==> config.mk <==
export PLATFORM = sky130hd
export DESIGN_NAME = mac_burst_accumulator_flat
export DESIGN_NICKNAME = d
export VERILOG_FILES = /design/src/rtl/mac_burst_if.sv /design/src/rtl/mac_burst_accumulator.sv /design/src/flat_wrapper.sv
export SDC_FILE = /design/constraint.sdc
export NUM_CORES = 1
export LEC_CHECK = 0
export BUFFER_PORTS_ARGS = -buffer_cell sky130_fd_sc_hd__buf_2
export CAP_MARGIN = 20
export CORE_MARGIN = 2
export CORE_UTILIZATION = 60
export CTS_BUF_LIST = sky130_fd_sc_hd__clkbuf_8
export DETAILED_ROUTE_END_ITERATION = 16
export GPL_TIMING_DRIVEN = 0
export PLACE_DENSITY = 0.79
export SYNTH_ARGS = -nofsm -noshare
export SYNTH_HDL_FRONTEND = slang
export SYNTH_SLANG_ARGS = --single-unit
==> constraint.sdc <==
create_clock -name clk -period 8.34 [get_ports clk]
set_clock_uncertainty 0.15 [all_clocks]
set_input_delay 1.251 -clock clk [delete_from_list [all_inputs] [get_ports clk]]
set_output_delay 1.251 -clock clk [all_outputs]
set_load 0.05 [all_outputs]
==> src/rtl/mac_burst_if.sv <==
// Handshake bundle between the multiply-add stage, the burst accumulator and
// the result consumer.
//   in_data/in_valid/in_ready/flush : input word stream and burst close request
//   out_data/out_sat/out_partial    : head result entry
//   out_valid/out_ready             : result stream handshake
interface mac_burst_if #(
    parameter int unsigned IN_W  = 16,
    parameter int unsigned ACC_W = 24
);
    logic [IN_W-1:0]  in_data;
    logic             in_valid;
    logic             in_ready;
    logic             flush;
    logic [ACC_W-1:0] out_data;
    logic             out_sat;
    logic             out_partial;
    logic             out_valid;
    logic             out_ready;

    modport master (
        output in_data, in_valid, flush, out_ready,
        input  in_ready, out_data, out_sat, out_partial, out_valid
    );

    modport slave (
        input  in_data, in_valid, flush, out_ready,
        output in_ready, out_data, out_sat, out_partial, out_valid
    );
endinterface

==> src/rtl/mac_burst_accumulator.sv <==
// Sums BURST consecutive multiply-add results into a saturating accumulator and
// queues each finished sum (with saturated/partial flags) in a small show-ahead
// FIFO with a registered head.
//   clk, rst_n   : clock, asynchronous active-low reset
//   bus (slave)  : input word stream, flush, result stream (see mac_burst_if)
//   burst_cnt    : words accumulated in the current burst
//   overflow_err : sticky, set when a word is offered while in_ready is low
module mac_burst_accumulator #(
    parameter int unsigned IN_W  = 16,
    parameter int unsigned ACC_W = IN_W + 8,
    parameter int unsigned BURST = 8,
    parameter int unsigned DEPTH = 4
) (
    input  logic                     clk,
    input  logic                     rst_n,
    mac_burst_if.slave               bus,
    output logic [$clog2(BURST)-1:0] burst_cnt,
    output logic                     overflow_err
);
    localparam int unsigned CW = $clog2(BURST);
    localparam int unsigned NW = CW + 1;
    localparam int unsigned PW = $clog2(DEPTH);
    localparam int unsigned FW = PW + 1;
    localparam int unsigned SW = ACC_W + 1;
    localparam logic [CW-1:0]    LAST_CNT = CW'(BURST - 1);
    localparam logic [ACC_W-1:0] ACC_MAX  = '1;

    logic [ACC_W-1:0] acc_q, acc_d;
    logic             sat_q, sat_d;
    logic [CW-1:0]    cnt_q, cnt_d;
    logic             ovf_q, ovf_d;

    logic [ACC_W-1:0] mem_data_q [DEPTH];
    logic             mem_sat_q  [DEPTH];
    logic             mem_part_q [DEPTH];
    logic [PW-1:0]    wr_ptr_q, wr_ptr_d;
    logic [PW-1:0]    rd_ptr_q, rd_ptr_d;
    logic [FW-1:0]    count_q, count_d;

    logic [ACC_W-1:0] head_data_q, head_data_d;
    logic             head_sat_q, head_sat_d;
    logic             head_part_q, head_part_d;
    logic             head_vld_q, head_vld_d;

    logic             fifo_full_c, in_ready_c, accept_c, close_c;
    logic             do_flush_c, push_c, pop_c, push_part_c, sat_new_c;
    logic [SW-1:0]    sum_c;
    logic [ACC_W-1:0] acc_new_c;
    logic [NW-1:0]    words_c;

    // Accumulate / close / flush decisions and FIFO bookkeeping
    always_comb begin
        acc_d       = acc_q;
        sat_d       = sat_q;
        cnt_d       = cnt_q;
        wr_ptr_d    = wr_ptr_q;
        rd_ptr_d    = rd_ptr_q;
        head_data_d = head_data_q;
        head_sat_d  = head_sat_q;
        head_part_d = head_part_q;

        fifo_full_c = (count_q == FW'(DEPTH));
        // Stall only when this cycle would need a free FIFO slot
        in_ready_c  = !(fifo_full_c && ((cnt_q == LAST_CNT) || bus.flush));
        accept_c    = bus.in_valid && in_ready_c;
        ovf_d       = ovf_q || (bus.in_valid && !in_ready_c);

        sum_c       = SW'(acc_q) + SW'(bus.in_data);
        acc_new_c   = sum_c[ACC_W] ? ACC_MAX : sum_c[ACC_W-1:0];
        sat_new_c   = sat_q || sum_c[ACC_W];
        words_c     = NW'(cnt_q) + NW'(accept_c);

        close_c     = accept_c && (cnt_q == LAST_CNT);
        do_flush_c  = bus.flush && in_ready_c;
        push_c      = close_c || (do_flush_c && (words_c != '0));
        // A flush that lands on the closing word is a full burst
        push_part_c = !close_c;
        pop_c       = head_vld_q && bus.out_ready;

        if (push_c || do_flush_c) begin
            acc_d = '0;
            sat_d = 1'b0;
            cnt_d = '0;
        end else if (accept_c) begin
            acc_d = acc_new_c;
            sat_d = sat_new_c;
            cnt_d = cnt_q + CW'(1);
        end

        if (push_c) wr_ptr_d = wr_ptr_q + PW'(1);
        if (pop_c)  rd_ptr_d = rd_ptr_q + PW'(1);
        count_d    = count_q + FW'(push_c) - FW'(pop_c);
        head_vld_d = (count_d != '0);

        // Head register follows the entry at the new read pointer; that entry
        // is the one being pushed when the FIFO was (or becomes) empty.
        if (head_vld_d) begin
            if (push_c && (rd_ptr_d == wr_ptr_q)) begin
                head_data_d = acc_eff();
                head_sat_d  = accept_c ? sat_new_c : sat_q;
                head_part_d = push_part_c;
            end else begin
                head_data_d = mem_data_q[rd_ptr_d];
                head_sat_d  = mem_sat_q[rd_ptr_d];
                head_part_d = mem_part_q[rd_ptr_d];
            end
        end
    end

    // Sum including the current word when it is accepted
    function automatic logic [ACC_W-1:0] acc_eff();
        return accept_c ? acc_new_c : acc_q;
    endfunction

    // State and FIFO storage
    always_ff @(posedge clk or negedge rst_n) begin
        if (!rst_n) begin
            acc_q       <= '0;
            sat_q       <= 1'b0;
            cnt_q       <= '0;
            ovf_q       <= 1'b0;
            wr_ptr_q    <= '0;
            rd_ptr_q    <= '0;
            count_q     <= '0;
            head_data_q <= '0;
            head_sat_q  <= 1'b0;
            head_part_q <= 1'b0;
            head_vld_q  <= 1'b0;
            for (int i = 0; i < int'(DEPTH); i++) begin
                mem_data_q[i] <= '0;
                mem_sat_q[i]  <= 1'b0;
                mem_part_q[i] <= 1'b0;
            end
        end else begin
            acc_q       <= acc_d;
            sat_q       <= sat_d;
            cnt_q       <= cnt_d;
            ovf_q       <= ovf_d;
            wr_ptr_q    <= wr_ptr_d;
            rd_ptr_q    <= rd_ptr_d;
            count_q     <= count_d;
            head_data_q <= head_data_d;
            head_sat_q  <= head_sat_d;
            head_part_q <= head_part_d;
            head_vld_q  <= head_vld_d;
            if (push_c) begin
                mem_data_q[wr_ptr_q] <= acc_eff();
                mem_sat_q[wr_ptr_q]  <= accept_c ? sat_new_c : sat_q;
                mem_part_q[wr_ptr_q] <= push_part_c;
            end
        end
    end

    assign bus.in_ready    = in_ready_c;
    assign bus.out_data    = head_data_q;
    assign bus.out_sat     = head_sat_q;
    assign bus.out_partial = head_part_q;
    assign bus.out_valid   = head_vld_q;
    assign burst_cnt       = cnt_q;
    assign overflow_err    = ovf_q;
endmodule

==> src/flat_wrapper.sv <==
// flat-port wrapper written by rule: the top's interface ports become plain ports
module mac_burst_accumulator_flat 
#(
    parameter int unsigned IN_W  = 16,
    parameter int unsigned ACC_W = IN_W + 8,
    parameter int unsigned BURST = 8,
    parameter int unsigned DEPTH = 4
)
  (clk, rst_n, burst_cnt, overflow_err, bus_in_data, bus_in_valid, bus_flush, bus_out_ready, bus_in_ready, bus_out_data, bus_out_sat, bus_out_partial, bus_out_valid);
  mac_burst_if #(.IN_W(IN_W), .ACC_W(ACC_W)) bus_i ();
  input  logic clk;
  input  logic rst_n;
  output logic [$clog2(BURST)-1:0] burst_cnt;
  output logic overflow_err;
  input wire logic [$bits(bus_i.in_data)-1:0] bus_in_data;
  input wire logic [$bits(bus_i.in_valid)-1:0] bus_in_valid;
  input wire logic [$bits(bus_i.flush)-1:0] bus_flush;
  input wire logic [$bits(bus_i.out_ready)-1:0] bus_out_ready;
  output wire logic [$bits(bus_i.in_ready)-1:0] bus_in_ready;
  output wire logic [$bits(bus_i.out_data)-1:0] bus_out_data;
  output wire logic [$bits(bus_i.out_sat)-1:0] bus_out_sat;
  output wire logic [$bits(bus_i.out_partial)-1:0] bus_out_partial;
  output wire logic [$bits(bus_i.out_valid)-1:0] bus_out_valid;
  assign bus_i.in_data = bus_in_data;
  assign bus_i.in_valid = bus_in_valid;
  assign bus_i.flush = bus_flush;
  assign bus_i.out_ready = bus_out_ready;
  assign bus_in_ready = bus_i.in_ready;
  assign bus_out_data = bus_i.out_data;
  assign bus_out_sat = bus_i.out_sat;
  assign bus_out_partial = bus_i.out_partial;
  assign bus_out_valid = bus_i.out_valid;
  mac_burst_accumulator #(.IN_W(IN_W), .ACC_W(ACC_W), .BURST(BURST), .DEPTH(DEPTH)) u_core (.clk(clk), .rst_n(rst_n), .bus(bus_i), .burst_cnt(burst_cnt), .overflow_err(overflow_err));
endmodule
* Word level (Yosys, flattened, before mapping)
Cells that the tools add are included.
** Word-level totals
- Register bits after elaboration :: 167
- Output and inout port bits :: 32
- Logic and storage cells :: 84
** Cells by class
- Add/subtract/negate cells :: 7
- Order comparisons :: 3
- Eq/ne operators :: 3
- Mux-type cells :: 27
- Bitwise logic cells :: 2
- Reductions and logical operators :: 19
** Operators with widths (number)
- 24-bit two-way mux :: 7
- 96-bit bitwise mux :: 1
- 24-bit binary-select mux with 2-bit select :: 1
- 24-bit demux with 2-bit select :: 1
- 24-bit by 16-bit adder with 25-bit output :: 1
- 1-bit logical AND :: 9
- 1-bit two-way mux :: 9
- 4-bit bitwise mux :: 2
- 3-bit equality test, second input constant :: 2
- 3-bit greater-or-equal comparator, second input constant :: 2
- 3-bit two-way mux :: 2
- 2-bit NOT with 3-bit output :: 2
- 1-bit logical OR :: 5
- 2-bit by 1-bit adder with 2-bit output, second input constant :: 2
- 3-bit by 1-bit adder with 4-bit output :: 1
- 1-bit binary-select mux with 2-bit select :: 2
- 4-bit nonzero test :: 1
- 3-bit by 1-bit adder with 3-bit output :: 1
- 3-bit by 1-bit adder with 3-bit output, second input constant :: 1
- 3-bit by 1-bit < comparator with 1-bit output, second input constant :: 1
- 3-bit nonzero test :: 1
- 3-bit by 1-bit subtractor with 3-bit output :: 1
- 1-bit demux with 2-bit select :: 1
- 2-bit equality test :: 1
- 3 further kinds :: 4

* Depth between registers and ports, before layout
Gate-level depths: netlist (run 1).
- Word-level depth :: 12
- Gate-level depth with buffers :: 24
- Gate-level depth less buffers :: 20

* Worst setup path before layout (run 1)
OpenSTA, ideal clock, no wires.
- Path type :: input to register
- Start :: input port bus_flush
- End :: register u_core.head_data_q[11], in the netlist u_core.bus.out_data[11]
- Setup time :: 0.144 ns
- Arrival time :: 5.352 ns
- Data required time :: 8.046 ns
- Slack :: 2.695 ns
- Cell stages on the path :: 20
- Buffers on the path :: 4
- Path through :: nor2_1 > nor2_1 > inv_1 > nand2_2 > inv_2 > buf_2 > buf_2 > ha_1 > ha_1 > o41a_1 > buf_2 > ha_1 > fa_1 > xnor2_1 > nor3_1 > inv_1 > and2_1 > clkbuf_1 > a22oi_1 > o21ai_0
** Between the ends
- Longest elaborated chain between the ends :: 11
** RTL lines
- start: declaration :: line flat_wrapper.sv:17 : input wire logic [$bits(bus_i.flush)-1:0] bus_flush;
- 1-bit logical OR (*) :: line mac_burst_accumulator.sv:64 : in_ready_c = !(fifo_full_c && ((cnt_q == LAST_CNT) || bus.flush));
- 1-bit logical AND (*) :: line mac_burst_accumulator.sv:64
- 1-bit zero test (*) :: line mac_burst_accumulator.sv:64
- net bus_in_ready :: line flat_wrapper.sv:19 : output wire logic [$bits(bus_i.in_ready)-1:0] bus_in_ready;
- 1-bit logical AND :: line mac_burst_accumulator.sv:65 : accept_c = bus.in_valid && in_ready_c;
- 3-bit by 1-bit adder with 4-bit output :: line mac_burst_accumulator.sv:71 : words_c = NW'(cnt_q) + NW'(accept_c);
- 4-bit nonzero test :: line mac_burst_accumulator.sv:75 : push_c = close_c || (do_flush_c && (words_c != '0));
- 1-bit logical AND :: line mac_burst_accumulator.sv:75
- 1-bit logical OR (*) :: line mac_burst_accumulator.sv:75
- net u_core.push_c :: line mac_burst_accumulator.sv:46 : logic do_flush_c, push_c, pop_c, push_part_c, sat_new_c;
- 3-bit by 1-bit adder with 3-bit output (*) :: line mac_burst_accumulator.sv:92 : count_d = count_q + FW'(push_c) - FW'(pop_c);
- 3-bit by 1-bit subtractor with 3-bit output (*) :: line mac_burst_accumulator.sv:92
- net u_core.count_d[2] :: line mac_burst_accumulator.sv:38 : logic [FW-1:0] count_q, count_d;
- 3-bit nonzero test (*) :: line mac_burst_accumulator.sv:93 : head_vld_d = (count_d != '0);
- end signal: assignment :: line mac_burst_accumulator.sv:142 : head_data_q <= head_data_d;
- end: declaration :: line mac_burst_accumulator.sv:40 : logic [ACC_W-1:0] head_data_q, head_data_d;
Mark *: on every way through the listed nets, which the timed path passes. The rest lies on a longest branch.
A chain may end at the register's enable or synchronous reset.

* Worst setup path after layout (run 1)
- Start :: register u_core.cnt_q[1], in the netlist u_core.burst_cnt[1]
- End :: register u_core.head_data_q[21], in the netlist u_core.bus.out_data[21]
** Between the ends
- Longest elaborated chain between the ends :: 12
** RTL lines
- start: declaration :: line mac_burst_accumulator.sv:30 : logic [CW-1:0] cnt_q, cnt_d;
- start signal: assignment :: line mac_burst_accumulator.sv:137 : cnt_q <= cnt_d;
- 3-bit equality test :: line mac_burst_accumulator.sv:64, mac_burst_accumulator.sv:73
- 1-bit logical OR :: line mac_burst_accumulator.sv:64
- 1-bit logical AND :: line mac_burst_accumulator.sv:64
- 1-bit zero test :: line mac_burst_accumulator.sv:64
- 1-bit logical AND :: line mac_burst_accumulator.sv:65
- 3-bit by 1-bit adder with 4-bit output :: line mac_burst_accumulator.sv:71
- 4-bit nonzero test :: line mac_burst_accumulator.sv:75
- 1-bit logical AND :: line mac_burst_accumulator.sv:75
- 1-bit logical OR (*) :: line mac_burst_accumulator.sv:75
- net u_core.push_c :: line mac_burst_accumulator.sv:46
- 3-bit by 1-bit adder with 3-bit output (*) :: line mac_burst_accumulator.sv:92
- 3-bit by 1-bit subtractor with 3-bit output (*) :: line mac_burst_accumulator.sv:92
- net u_core.count_d[2] :: line mac_burst_accumulator.sv:38
- 3-bit nonzero test (*) :: line mac_burst_accumulator.sv:93
- net u_core.head_vld_d :: line mac_burst_accumulator.sv:43 : logic head_vld_q, head_vld_d;
Marked as above.

==> results.cfg, run 1 <==
[hold_path]
hold_depth = 1
min_path_type = reg2reg

[detailed_routing]
finalWirelength_mm = 22.7
routedWlPerCell_um = 20.8
initialDrtViolationCount = 742
vias_per_cell = 6.44
drc = 0
dr.pass1.iters = 5
route.antenna.remaining_nets = 0
vias = 7030

[logic_synthesis]
synthArstFlopShare_pct = 100
synthAdderAreaFrac_pct = 4.42
synthCells = 831
synth_top_family_by_area = compound AO/OA/AOI/OAI gates
synthTopCellsByCount = dfrtp_1, nand2_1, o21ai_0
synthFlopType = dfrtp_1
synth_simple_gate_area_share_pct = 14.0
synth_compound_area_share_pct = 18.4
synth_cell_types = 58
synth_top_area_share_pct = 50.5
synth_edf_count = 0
yosys.area.top_type = dfrtp_1
yosys_register_bits = 167
syn-cell-area_um2 = 8270
syn_nets = 880
synth_seq_area_share_pct = 50.5
synthMuxAreaShare_pct = 7.26
synth_most_common_cell = dfrtp_1
ys_warn_count = 0
synth-xor-area-share_pct = 2.22
synthTopCellsByArea = dfrtp_1, o21ai_0, mux4_2, nand2_1, ha_1
synth_area_per_cell_um2 = 9.95

[placement]
dpl.hpwl_mm = 16.2
portBuffers = 52
place_ws_ns = 1.52
gp_congestion = 0.916

[floorplanning]
die_h_um = 121
dieArea_um2 = 14700
die-width_um = 121
core.rowCount = 42
initial_utilization_pct = 62.0
boundaryPins = 53
fp.coreArea_um2 = 13300

[timing]
worstMarginPinSlew_ns = 1.00
slew_viol_final = 0
setup_tns_ns = 0
finalCritPeriodShare_pct = 77.6
relSlewSlack_pct = 32.7
worst_slack_ns = 1.87
period_needed_ns = 6.47
holdWs_ns = 0.313
fmax_mhz = 155
setup_viol = 0
hold_violations = 0
grt_setup_unrepaired = no

[cells_and_area]
multi_input_area_um2 = 3830
fillers = 1048
antenna_cells = 0
drive_gt1_share_pct = 14.5
ff_latch_area_um2 = 4180
layout.nets = 952
area_delta_synth_final_pct = 10.7

[grt]
grt_pass1_vias = 6870
grt_first_pass_wirelength_mm = 35.8
overflow = 0
grt_max_degree = 91
track_usage_pct = 32.2
antenna_found_initial = 0

[worst_setup_path]
ff2ff_path_depth = 21
end_kind = flop
cp_max_fo = 10
crit_type = reg2reg
cp.required_ns = 8.51
start_kind = flop
ff2ff_setup_slack_ns = 1.87
worst_ep_arrival_time_ns = 6.64

[power_and_ir_drop]
power_density_nw_per_um2 = 427
intPower_mw = 2.10
p_sw_mw = 1.81
p_comb_share_pct = 52.4
max-vdd-ir-drop_v = 0.000273
swShare_pct = 46.2
p_leak_nw = 4.21
clockPowerShare_pct = 14.3
seqPwrFrac_pct = 33.3

[outcome]
status = finished, final reports clean

[cts]
cts_tree = yes
clk_pin_slew_ns = 0.09
ctsHoldBuffers = 0
cts_root_buffer = clkbuf_8
cts_setup_buffers = 0
clkSinkCount = 167
cts_max_path_buffers = 2
insertion_delay_ns = 0.46
ctsHtreeMaxLevel = 4
cts_inserted_buffers = 17
cts_resized = 0

[run]
cap_violations = 0
==> placed cells by master, fill, tap and decap left out, drive strengths merged, types with 19 or more instances in the layout <==
cell type / instances
a21oi: 62
clkbuf: 46
dfrtp: 167
ha: 26
inv: 19
nor3: 21
o21ai: 116
buf: 70
mux4: 24
nor2: 81
nand2: 112
==> flip-flops by register name, summed over array words and instances, names as in the netlist, 2 cells and up <==
register,flops
u_core.acc_q,24
u_core.rd_ptr_q,2
u_core.count_q,3
u_core.mem_part_q,4
u_core.bus.out_data,24
u_core.wr_ptr_q,2
u_core.mem_sat_q,4
u_core.burst_cnt,3
u_core.mem_data_q,96
==> layer usage <==
| metal | GRT usage, % | part of all wire (%) | wire, µm | vias up |
|---|---|---|---|---|
| li1 | - | - | - | 3116 |
| met1 | 43.5 | 42 | 9440 | 3541 |
| met2 | 52.7 | 48 | 11000 | 321 |
| met3 | 6.86 | 7.1 | 1610 | 52 |
| met4 | 10.3 | 2.8 | 643 | 0 |
| met5 | 0 | 0 | 0 | - |
==> through the flow <==
| stage | cells | instance area, µm² | power [mW] | utilization, % |
|---|---|---|---|---|
| 6_report | 1091 | 9160 | 3.91 | 68.6 |
| 5_1_grt | 1091 | 9160 | 4.15 | 68.6 |
| 4_1_cts | 1091 | 9160 | 3.87 | 68.6 |
| 3_5_place_dp | 1060 | 8790 | 3.30 | 65.8 |
| 3_3_place_gp | 1059 | 8750 | 3.21 | 65.6 |
| 2_1_floorplan | 831 | 8270 | 2.73 | - |
==> logic make-up (layout without fill, tap and decap cells) <==
kind of cell | count (synthesis) | count (layout)
buf+inv | 62 | 146
xor+xnor | 21 | 21
mux | 30 | 30
fa+ha+maj | 28 | 28
flops | 167 | 167
compound gates | 257 | 257
simple gates | 266 | 266
==> power by group through the flow <==
stage	clock network [mW]	registers, mW	logic, mW
finish	0.560	1.30	2.05
global route	0.593	1.33	2.23
CTS	0.562	1.29	2.02
detailed placement	0	1.31	2.00
global placement	0	1.29	1.92
floorplan	0	1.44	1.29
==> worst paths after layout <==
path                                            to           startpoint
max                        u_core.bus.out_data[21]  u_core.burst_cnt[1]
min                            u_core.overflow_err  u_core.overflow_err
max reg2reg                u_core.bus.out_data[21]  u_core.burst_cnt[1]
min reg2reg                    u_core.overflow_err  u_core.overflow_err
max in group asynchronous    u_core.mem_data_q[35]                rst_n
min in group asynchronous         u_core.acc_q[13]                rst_n
==> critical path: stages (launching register included) <==
cell and delay (ns):
dfrtp_1 0.45, ha_1 0.22, ha_1 0.24, nor2_1 0.15, nor2_1 0.10, inv_1 0.09, nand2_2 0.18, inv_2 0.22
buf_2 0.31, buf_2 0.32, ha_1 0.22, ha_1 0.23, o41a_1 0.56, buf_2 0.26, ha_1 0.24, fa_1 0.38
xnor2_1 0.16, nor3_1 0.65, inv_1 0.33, clkbuf_1 0.47, o22ai_1 0.30, a21oi_1 0.06
==> layout make-up <==
class                      count  share of cell area (%)
clock inverter                14                    1.50
inverter                      16                   0.656
clock buffer                  17                    2.55
tap                          176                    2.40
sequential                   167                    45.6
multi-input combinational    602                    41.9
buffer                        46                    2.16
timing repair buffer          53                    3.21
Note: power is estimated with default switching activity, not from simulation.
==> run 2: changes to the inputs <==
--- a/config.mk
+++ b/config.mk
@@ -5,14 +5,15 @@
 export SDC_FILE = /design/constraint.sdc
 export NUM_CORES = 1
 export LEC_CHECK = 0
+export ABC_AREA = 1
 export BUFFER_PORTS_ARGS = -buffer_cell sky130_fd_sc_hd__buf_2
 export CAP_MARGIN = 20
 export CORE_MARGIN = 2
-export CORE_UTILIZATION = 60
+export CORE_UTILIZATION = 57
 export CTS_BUF_LIST = sky130_fd_sc_hd__clkbuf_8
 export DETAILED_ROUTE_END_ITERATION = 16
 export GPL_TIMING_DRIVEN = 0
-export PLACE_DENSITY = 0.79
+export PLACE_DENSITY = 0.78
 export SYNTH_ARGS = -nofsm -noshare
 export SYNTH_HDL_FRONTEND = slang
 export SYNTH_SLANG_ARGS = --single-unit
==> constraint.sdc (replaced) <==
create_clock -name clk -period 5.7 [get_ports clk]
set_clock_uncertainty 0.15 [all_clocks]
set_input_delay 0.855 -clock clk [delete_from_list [all_inputs] [get_ports clk]]
set_output_delay 0.855 -clock clk [all_outputs]
set_load 0.05 [all_outputs]
==> run 2 against run 1 <==
  * Total power grew 43%
  * Hold slack lost 0.040 ns
  * Wire length grew 9.4%
  * Final cell count grew 39%
  * Critical path depth grew 1
  * Maximum frequency grew 30%
  * Non-clock buffer count grew 9
  * Largest cell class is now multi-input combinational cells
  * Highest routed layer unchanged
==> results.cfg, run 2 <==
[outcome]
status = finished, final reports clean

[placement]
portBuffers = 52
dpl.hpwl_mm = 18.7
place_ws_ns = 0.720
dp.cells = 1488
gp_congestion = 0.924

[logic_synthesis]
synthTopCellsByArea = dfrtp_1, nand2_1, o21ai_0, nand3_1, inv_1
synth_most_common_cell = nand2_1
synth-xor-area-share_pct = 1.33
synth_edf_count = 0
synth_cell_types = 36
synth_simple_gate_area_share_pct = 30.6
synthCells = 1219
synthAdderAreaFrac_pct = 4.01
yosys_register_bits = 167
synth_top_family_by_area = simple AND/OR/NAND/NOR gates
synth_area_per_cell_um2 = 7.48
ys_warn_count = 0
synthArstFlopShare_pct = 100
synth_top_area_share_pct = 45.8
synth_compound_area_share_pct = 11.0
synthMuxAreaShare_pct = 0
synthFlopType = dfrtp_1
synth_seq_area_share_pct = 45.8
yosys.area.top_type = dfrtp_1
synthTopCellsByCount = nand2_1, dfrtp_1, inv_1
syn-cell-area_um2 = 9120
syn_nets = 1268

[grt]
overflow = 0
grt_pass1_vias = 7919
antenna_found_initial = 0
grt_max_degree = 98
grt_first_pass_wirelength_mm = 40.3
track_usage_pct = 30.9

[floorplanning]
die-width_um = 130
fp.coreArea_um2 = 15800
dieArea_um2 = 17000
die_h_um = 130
boundaryPins = 53
initial_utilization_pct = 57.8
core.rowCount = 46

[cells_and_area]
layout.nets = 1340
finalCoreUtilization_pct = 63.6
largest_reg_flops = 96
fillers = 1478
drive_gt1_share_pct = 11.6
largest_register = u_core.mem_data_q
antenna_cells = 0
mostFrequentLayoutCells = nand2_1, dfrtp_1, inv_1
final_common_cell = nand2_1
area_delta_synth_final_pct = 9.96
instances_no_fill = 1517

[timing]
worstMarginPinSlew_ns = 0.717
setup_viol = 0
finalCritPeriodShare_pct = 87.4
hold_violations = 0
slew_viol_final = 0
worst_slack_ns = 0.719
fmax_mhz = 201
grt_setup_unrepaired = no
relSlewSlack_pct = 52.2
setup_tns_ns = 0
period_needed_ns = 4.98

[detailed_routing]
dr.pass1.iters = 9
finalWirelength_mm = 24.8
routedWlPerCell_um = 16.4
route.antenna.remaining_nets = 0
initialDrtViolationCount = 759
vias = 8303
vias_per_cell = 5.47
drc = 0

[cts]
cts_setup_buffers = 0
cts_resized = 0
cts_root_buffer = clkbuf_8
cts_max_path_buffers = 2
cts_tree = yes
ctsHtreeMaxLevel = 4
insertion_delay_ns = 0.46
clkSinkCount = 167
ctsHoldBuffers = 0
cts_inserted_buffers = 17
clk_pin_slew_ns = 0.08

[worst_setup_path]
r2r_start = u_core.burst_cnt[1]
max_stage_delay_ns = 0.44
crit_top_cell = ha_1
end_kind = flop
timing.rr.end = u_core.bus.out_data[14]
cp_top_family = adder cells
crit_type = reg2reg
crit_cells = 22
cp_cell_sequence = ha_1 > ha_1 > o211ai_2 > nand2_1 > inv_2 > buf_4 > buf_2 > ha_1 > ha_1 > nor2_1 > nand3_1 > nand3_1 > nand2_8 > ha_1 > fa_1 > xor2_1 > inv_1 > nor3_2 > buf_2 > a21oi_1 > nand2_1 > nand2_1
endpoint = u_core.bus.out_data[14]
start_kind = flop
ff2ff_path_depth = 22
crit_start = u_core.burst_cnt[1]
cp.required_ns = 5.90
cp_max_fo = 10
ff2ff_setup_slack_ns = 0.72
critPathSlowestCell = dfrtp_1
worst_ep_arrival_time_ns = 5.18
path_buf_inv = 5

[power_and_ir_drop]
p_leak_nw = 5.23
power_density_nw_per_um2 = 556
max-vdd-ir-drop_v = 0.000245
power_mw = 5.57

[hold_path]
min_path_type = in2async

[run]
cap_violations = 0
-- run 2: cell count changes after synthesis, sizes merged, moves of 12 or more --
cell	delta
nor2	-12
nand2	+395
nor3	-13
buf	+16
o21a	-12
inv	+81
mux4	-24
o21ai	-23
nand3	+67
-- run 2: area by class of cell --
| class | count | area, µm² | share of cell area (%) |
|---|---|---|---|
| multi-input cells | 900 | 4280 | 42.7 |
| flip-flops and latches | 167 | 4180 | 41.7 |
| inverters | 97 | 364 | 3.63 |
| repair buffers | 53 | 298 | 2.97 |
| plain buffers | 55 | 294 | 2.93 |
| clock buffers | 21 | 289 | 2.88 |
| well taps | 216 | 270 | 2.69 |
| clock inverters | 8 | 51.3 | 0.512 |
-- run 2: through the flow --
| stage | cell area [µm²] | hold slack (ns) |
|---|---|---|
| detailed placement | 9690 | 0.310 |
| CTS | 10000 | 0.276 |
| global placement | 9650 | 0.310 |
| finish | 10000 | 0.273 |
| global route | 10000 | 0.314 |
| floorplan | 9120 | 0.299 |
-- run 2: worst min-delay path by stage --
| stage | start | slack, ns | cells after the start | end |
|---|---|---|---|---|
| final | rst_n | 0.27 | 1 | u_core.mem_data_q[80] |
| after global routing | rst_n | 0.31 | 1 | u_core.mem_data_q[79] |
| after CTS | rst_n | 0.28 | 1 | u_core.mem_data_q[59] |
| after detailed placement | u_core.bus.out_data[15] | 0.31 | 2 | u_core.bus.out_data[15] |
| after global placement | u_core.bus.out_data[8] | 0.31 | 2 | u_core.bus.out_data[8] |
| after floorplan | u_core.mem_data_q[65] | 0.30 | 2 | u_core.mem_data_q[65] |
-- run 2: power breakdown --
group	total, mW	switching, mW	internal (mW)
clock	0.764	0.425	0.339
sequential	1.86	0.240	1.61
combinational	2.95	2.06	0.897
total	5.57	2.72	2.85
-- run 2: logic make-up after synthesis --
logic type,count (synthesis)
compound gates,176
xor+xnor,13
buf+inv,152
fa+ha+maj,28
simple gates,683
flops,167
-- run 2: per-layer routing --
metal	vias to the layer above	wire length, µm	global-route usage (%)
li1	4021	-	-
met1	3914	10800	42.4
met2	312	11600	49.3
met3	56	1690	5.46
met4	0	710	12.0
met5	-	0	0
